File: config.mk
export PLATFORM = sky130hd
export DESIGN_NAME = load_store_unit
export DESIGN_NICKNAME = d
export VERILOG_FILES = /design/src/rtl/load_store_unit_pkg.sv /design/src/rtl/load_store_unit_lane_steer.sv /design/src/rtl/load_store_unit.sv
export SDC_FILE = /design/constraint.sdc
export NUM_CORES = 1
export LEC_CHECK = 0
export BUFFER_PORTS_ARGS = -buffer_cell sky130_fd_sc_hd__clkbuf_2
export CORE_UTILIZATION = 35
export DETAILED_ROUTE_END_ITERATION = 6
export GPL_ROUTABILITY_DRIVEN = 0
export PLACE_DENSITY = 0.63
export REMOVE_ABC_BUFFERS = 1
export SLEW_MARGIN = 25
export SYNTH_ARGS = -nofsm -noshare
export SYNTH_HDL_FRONTEND = slang
export SYNTH_SLANG_ARGS = --single-unit
export TNS_END_PERCENT = 100
File: constraint.sdc
create_clock -name clk -period 4.9 [get_ports clk]
set_input_delay 0.735 -clock clk [delete_from_list [all_inputs] [get_ports clk]]
set_output_delay 0.735 -clock clk [all_outputs]
set_load 0.05 [all_outputs]
File: src/rtl/load_store_unit_pkg.sv
// Shared CPU constants for the load/store path: bus widths, LSU command
// encodings and the alignment rule used by both the FSM and lane steering.
package load_store_unit_pkg;

    localparam int CPU_ADDR_WIDTH = 32;
    localparam int CPU_DATA_WIDTH = 32;

    localparam logic [1:0] CPU_LSU_IDLE  = 2'd0;
    localparam logic [1:0] CPU_LSU_BYTE  = 2'd1;
    localparam logic [1:0] CPU_LSU_HWORD = 2'd2;
    localparam logic [1:0] CPU_LSU_WORD  = 2'd3;

    // Bytes are never misaligned; halfwords need addr[0]=0, words addr[1:0]=0.
    function automatic logic lsu_misaligned(input logic [1:0] cmd, input logic [1:0] addr_lo);
        case (cmd)
            CPU_LSU_HWORD: return addr_lo[0];
            CPU_LSU_WORD:  return addr_lo != 2'b00;
            default:       return 1'b0;
        endcase
    endfunction

endpackage

File: src/rtl/load_store_unit_lane_steer.sv
// Big-endian lane steering: byte enables and replicated store data for a new
// command, and right-aligned zero-filled extraction of returned load data.
module lsu_lane_steer
    import load_store_unit_pkg::*;
(
    input  logic [1:0]                st_size,
    input  logic [1:0]                st_addr_lo,
    input  logic [CPU_DATA_WIDTH-1:0] st_data,
    output logic [3:0]                ben,
    output logic [CPU_DATA_WIDTH-1:0] lane_wdata,
    input  logic [1:0]                ld_size,
    input  logic [1:0]                ld_addr_lo,
    input  logic [CPU_DATA_WIDTH-1:0] ld_bus_data,
    output logic [CPU_DATA_WIDTH-1:0] ld_data
);

    logic [CPU_DATA_WIDTH-1:0] ld_shift;

    // Byte offset 0 is the most significant lane, so shift by (3 - offset) bytes.
    assign ld_shift = ld_bus_data >> {~ld_addr_lo, 3'b000};

    // NOTE: every output gets a default first so no path through the case infers a latch.
    always_comb begin
        ben        = 4'b0000;
        lane_wdata = '0;
        ld_data    = '0;

        case (st_size)
            CPU_LSU_BYTE: begin
                ben        = 4'b1000 >> st_addr_lo;
                lane_wdata = {4{st_data[7:0]}};
            end
            CPU_LSU_HWORD: begin
                ben        = st_addr_lo[1] ? 4'b0011 : 4'b1100;
                lane_wdata = {2{st_data[15:0]}};
            end
            CPU_LSU_WORD: begin
                ben        = 4'b1111;
                lane_wdata = st_data;
            end
            default: ;
        endcase

        case (ld_size)
            CPU_LSU_BYTE:  ld_data = {24'd0, ld_shift[7:0]};
            CPU_LSU_HWORD: ld_data = {16'd0, ld_addr_lo[1] ? ld_bus_data[15:0] : ld_bus_data[31:16]};
            CPU_LSU_WORD:  ld_data = ld_bus_data;
            default: ;
        endcase
    end

endmodule

File: src/rtl/load_store_unit.sv
// Single-outstanding load/store unit bridging the memory stage to a
// request/ack/ready bus with big-endian byte lanes and error reporting.
module load_store_unit
    import load_store_unit_pkg::*;
(
    input  logic                      clk,
    input  logic                      rst,
    input  logic [CPU_ADDR_WIDTH-1:0] lsu_addr,
    input  logic [CPU_DATA_WIDTH-1:0] lsu_wdata,
    input  logic [1:0]                lsu_cmd,
    input  logic                      lsu_rnw,
    output logic [CPU_DATA_WIDTH-1:0] lsu_rdata,
    output logic                      lsu_busy,
    output logic                      lsu_err_align,
    output logic                      lsu_err_bus,
    output logic                      bus_req,
    output logic                      bus_rnw,
    output logic [CPU_ADDR_WIDTH-1:0] bus_addr,
    output logic [3:0]                bus_ben,
    output logic [CPU_DATA_WIDTH-1:0] bus_wdata,
    input  logic                      bus_ack,
    input  logic                      bus_rdy,
    input  logic                      bus_err,
    input  logic [CPU_DATA_WIDTH-1:0] bus_rdata
);

    typedef enum logic [1:0] {
        S_IDLE = 2'd0,
        S_REQ  = 2'd1,
        S_WAIT = 2'd2
    } state_t;

    state_t                    state;
    logic [1:0]                size_q;
    logic [1:0]                addr_lo_q;
    logic                      cmd_valid;
    logic                      cmd_misaligned;
    logic                      complete;
    logic [3:0]                steer_ben;
    logic [CPU_DATA_WIDTH-1:0] steer_wdata;
    logic [CPU_DATA_WIDTH-1:0] steer_rdata;

    assign cmd_misaligned = lsu_misaligned(lsu_cmd, lsu_addr[1:0]);
    assign cmd_valid      = (lsu_cmd != CPU_LSU_IDLE) && !cmd_misaligned;

    // Busy rises in the command cycle itself so the pipeline stalls immediately.
    assign lsu_busy = (state != S_IDLE) || cmd_valid;

    // A response may arrive together with the ack, skipping WAIT entirely.
    assign complete = bus_rdy && ((state == S_REQ && bus_ack) || state == S_WAIT);

    lsu_lane_steer u_lane_steer (
        .st_size     (lsu_cmd),
        .st_addr_lo  (lsu_addr[1:0]),
        .st_data     (lsu_wdata),
        .ben         (steer_ben),
        .lane_wdata  (steer_wdata),
        .ld_size     (size_q),
        .ld_addr_lo  (addr_lo_q),
        .ld_bus_data (bus_rdata),
        .ld_data     (steer_rdata)
    );

    // NOTE: sequential state uses non-blocking assignments so every register samples pre-edge values.
    always_ff @(posedge clk or posedge rst) begin
        if (rst) begin
            state         <= S_IDLE;
            bus_req       <= 1'b0;
            bus_rnw       <= 1'b0;
            bus_addr      <= '0;
            bus_ben       <= 4'b0000;
            bus_wdata     <= '0;
            size_q        <= CPU_LSU_IDLE;
            addr_lo_q     <= 2'b00;
            lsu_rdata     <= '0;
            lsu_err_align <= 1'b0;
            lsu_err_bus   <= 1'b0;
        end else begin
            lsu_err_align <= 1'b0;
            lsu_err_bus   <= 1'b0;

            case (state)
                S_IDLE: begin
                    if (cmd_valid) begin
                        state     <= S_REQ;
                        bus_req   <= 1'b1;
                        bus_rnw   <= lsu_rnw;
                        bus_addr  <= {lsu_addr[CPU_ADDR_WIDTH-1:2], 2'b00};
                        bus_ben   <= steer_ben;
                        bus_wdata <= steer_wdata;
                        size_q    <= lsu_cmd;
                        addr_lo_q <= lsu_addr[1:0];
                    end else if (lsu_cmd != CPU_LSU_IDLE) begin
                        lsu_err_align <= 1'b1;
                    end
                end
                S_REQ: begin
                    if (bus_ack) begin
                        bus_req <= 1'b0;
                        state   <= bus_rdy ? S_IDLE : S_WAIT;
                    end
                end
                S_WAIT: begin
                    if (bus_rdy) state <= S_IDLE;
                end
                default: state <= S_IDLE;
            endcase

            if (complete) begin
                if (bus_err)      lsu_err_bus <= 1'b1;
                else if (bus_rnw) lsu_rdata   <= steer_rdata;
            end
        end
    end

endmodule

==> metrics.md <==
| Metric | Value |
|---|---|
| Status | `complete, no violations` |
| Final std cells w/o fill | `about 890` |
| Via density | `~5` |
| Largest net degree at the start of global routing | `65` |
| Finished Cell Area | `approximately 0.0064 mm²` |
| Measured slew at the worst slew-check pin | `~0.92 ns` |
| Chip height | `about 120 µm` |
| Synth top cells by count | `nand2_1, dfrtp_1, o21ai_0` |
| RSZ-0062 raised after global routing | `no` |
| Remaining Overflow, GRT | `0` |
| Post-CTS sizing | `0` |
| Total CTS buffers | `9` |
| Vias | `around 4500` |
| Synth area leaders | `dfrtp_1, nand2_1, mux2_2` |
| Nets | `811` |
| Setup WS post-layout | `between 1.5 and 2 ns` |
| Post-route DRC | `0` |
| Vias in the first global route | `between 4000 and 5000` |
| Initial Util | `0.359` |
| IO buf count | `206` |
| CTS Hold Bufs | `0` |
| Synth Cell Area | `~0.005 mm²` |
| Post-DRT Antenna Nets | `0` |
| Detailed placement HPWL | `slightly below 10000 µm` |
| CTS Sinks | `~110` |
| Clock transition at path regs | `0.07 ns` |
| DRT Pass-1 Iters | `5` |
| Period utilisation layout | `0.640` |
| Final setup viols | `0` |
| Die area | `~0.015 mm²` |
| Layout cell share with drive strength beyond 1 | `0.361` |
| Arr. time, crit path | `2.40 ns` |
| Worst hold start | `bus_addr[25]$_DFFE_PP0P_` |
| Cell with the most instances after synthesis | `nand2_1` |
| Type of the worst setup path | `primary input to output pin` |
| I/O pins | `around 210` |
| Wirelength per Cell | `roughly 15 µm` |
| Max-slew headroom | `0.384` |
| WP data required | `between 4 and 5 ns` |
| Worst vdd ir | `roughly 0.38 mV` |
| Cell taking the most area after synthesis | `dfrtp_1` |
| Placed cells | `between 800 and 900` |
| Crit path from | `lsu_cmd[1]` |
| Async S/R FF share, synth | `1.00` |
| First-pass GRT wire length | `21400 µm` |
| Core Util, Final | `0.459` |
| P_leak | `~3.4 nW` |
| Row count | `43` |
| Total routed wirelength | `between 10000 and 15000 µm` |
| Top_reg_cell synth | `dfrtp_1` |
| Gr usage total | `0.185` |
| Clock latency on the worst-skew pair | `around 0.34 ns` |
| Maxcap violations | `0` |
| Origin of the critical flop-to-flop path | `state[0]$_DFFE_PP0P_` |
| Unique masters post-synth | `37` |
| Worst slack, placed | `~1.6 ns` |
| Warnings from Yosys | `0` |
| Syn Inst Count | `approximately 520` |
| Total negative slack | `0 ns` |
| Min-delay worst type | `flip-flop to flip-flop` |
| Root Buffer | `clkbuf_16` |
| Die Wd | `~120 µm` |
| Share of the synthesized area in the top cell type | `0.542` |
| Initial antenna violation count | `0` |
| Final min period | `3.14 ns` |
| Max FO, Critical Path | `40` |
| DRT iter0 DRCs | `220` |
| Critical Path End Type | `output pin` |
| Count of state elements after synthesis | `108` |
| Clock Path Buffers | `2` |
| Cell Pwr Density | `~770 mW/mm²` |
| DP Area | `about 0.0061 mm²` |
| Number of synthesized flops with an enable pin | `0` |
| Area growth syn-to-layout | `27.9%` |
| TritonCTS clock tree | `done` |
| Seq/Total Area, Yosys | `0.542` |
| Core Area | `0.0139 mm²` |
| Antenna cells | `0` |
| Fin. max-slew vios | `0` |
| Startpoint Class | `primary input` |
| Fin. Hold Viols | `0` |
| Max Freq | `319 MHz` |
| Fin Clk Skew | `approximately 0.0047 ns` |
| Htree depth | `3` |
| Avg Cell Area, Syn | `roughly 9.5 µm²` |
| Setup bufs post-CTS | `0` |
worst paths after layout:
check | slack [ns] | cells after the start | to
max in group asynchronous | 3.27 | 3 | bus_wdata[28]$_DFFE_PP0P_
hold reg to reg | 0.48 | 2 | bus_addr[25]$_DFFE_PP0P_
min in group asynchronous | 0.51 | 2 | lsu_rdata[23]$_DFFE_PP0P_
setup / recovery | 1.76 | 5 | lsu_busy
hold / removal | 0.48 | 2 | bus_addr[25]$_DFFE_PP0P_
setup reg to reg | 2.73 | 5 | bus_addr[22]$_DFFE_PP0P_
flip-flops by register name, indices dropped and copies added (netlist names), 2 cells and up:
register   flops
addr_lo_q      2
bus_addr      30
bus_ben        4
bus_wdata     32
lsu_rdata     32
size_q         2
state          2
stage by stage:
step	hold WS, ns	power [W]
after floorplan	0.453	0.00352
after global placement	0.453	0.00419
after detailed placement	0.461	0.00423
after CTS	0.480	0.00493
after global routing	0.500	0.00517
final	0.478	0.00488
per-layer routing:
layer / routed length, µm / vias to the layer above / global-route usage / share of wire
li1: - / 2147 / - / -
met5: 0 / - / 0 / 0
met2: 6180 / 188 / 0.293 / 0.46
met4: 233 / 0 / 0.0733 / 0.017
met1: 5880 / 2131 / 0.236 / 0.44
met3: 1150 / 12 / 0.0531 / 0.086
area by class of cell:
class	count	area, µm²
Tap cell	180	225
Timing Repair Buffer	210	1070
Inverter	5	21.3
Sequential cell	108	2700
Fill cell	1363	7510
Clock inverter	7	52.6
Multi-Input combinational cell	373	2070
Clock buffer	9	225
cell families after synthesis:
logic type             share of synthesized area
AOI/OAI and AO/OA                          0.144
buffers and inverters                     0.0442
DFF                                        0.542
muxes                                     0.0864
other                                   0.000752
and+or+nand+nor                            0.182
cell usage in the layout, fill, tap and decap left out, types with 2 or more instances in the layout:
cell,instances
nand2_1,188
and3_1,2
conb_1,2
dfrtp_1,108
mux2i_1,16
a31oi_1,4
nand2b_1,2
a222oi_1,8
nor2b_1,4
o21ai_1,2
a211oi_1,8
mux2_2,24
o31ai_1,8
buf_4,3
nor2_1,23
a21o_1,8
a32oi_1,8
inv_1,3
a21oi_1,9
o21ai_0,38
clkbuf_2,206
a221oi_1,8
clkbuf_16,9
clkinvlp_4,4
worst max-delay path, cell delays in order:
cell	delay, ns
clkbuf_2	0.69
or2_1	0.45
o21ai_0	0.15
nand2_1	0.09
clkbuf_2	0.27
power by group:
part           switching, W  internal, W  leakage [nW]  total, W
logic               0.00202     0.000609          1.87   0.00263
clock network      0.000337     0.000347         0.124  0.000683
registers          0.000277      0.00129          1.37   0.00157
Power figures use the tool's default switching activity.
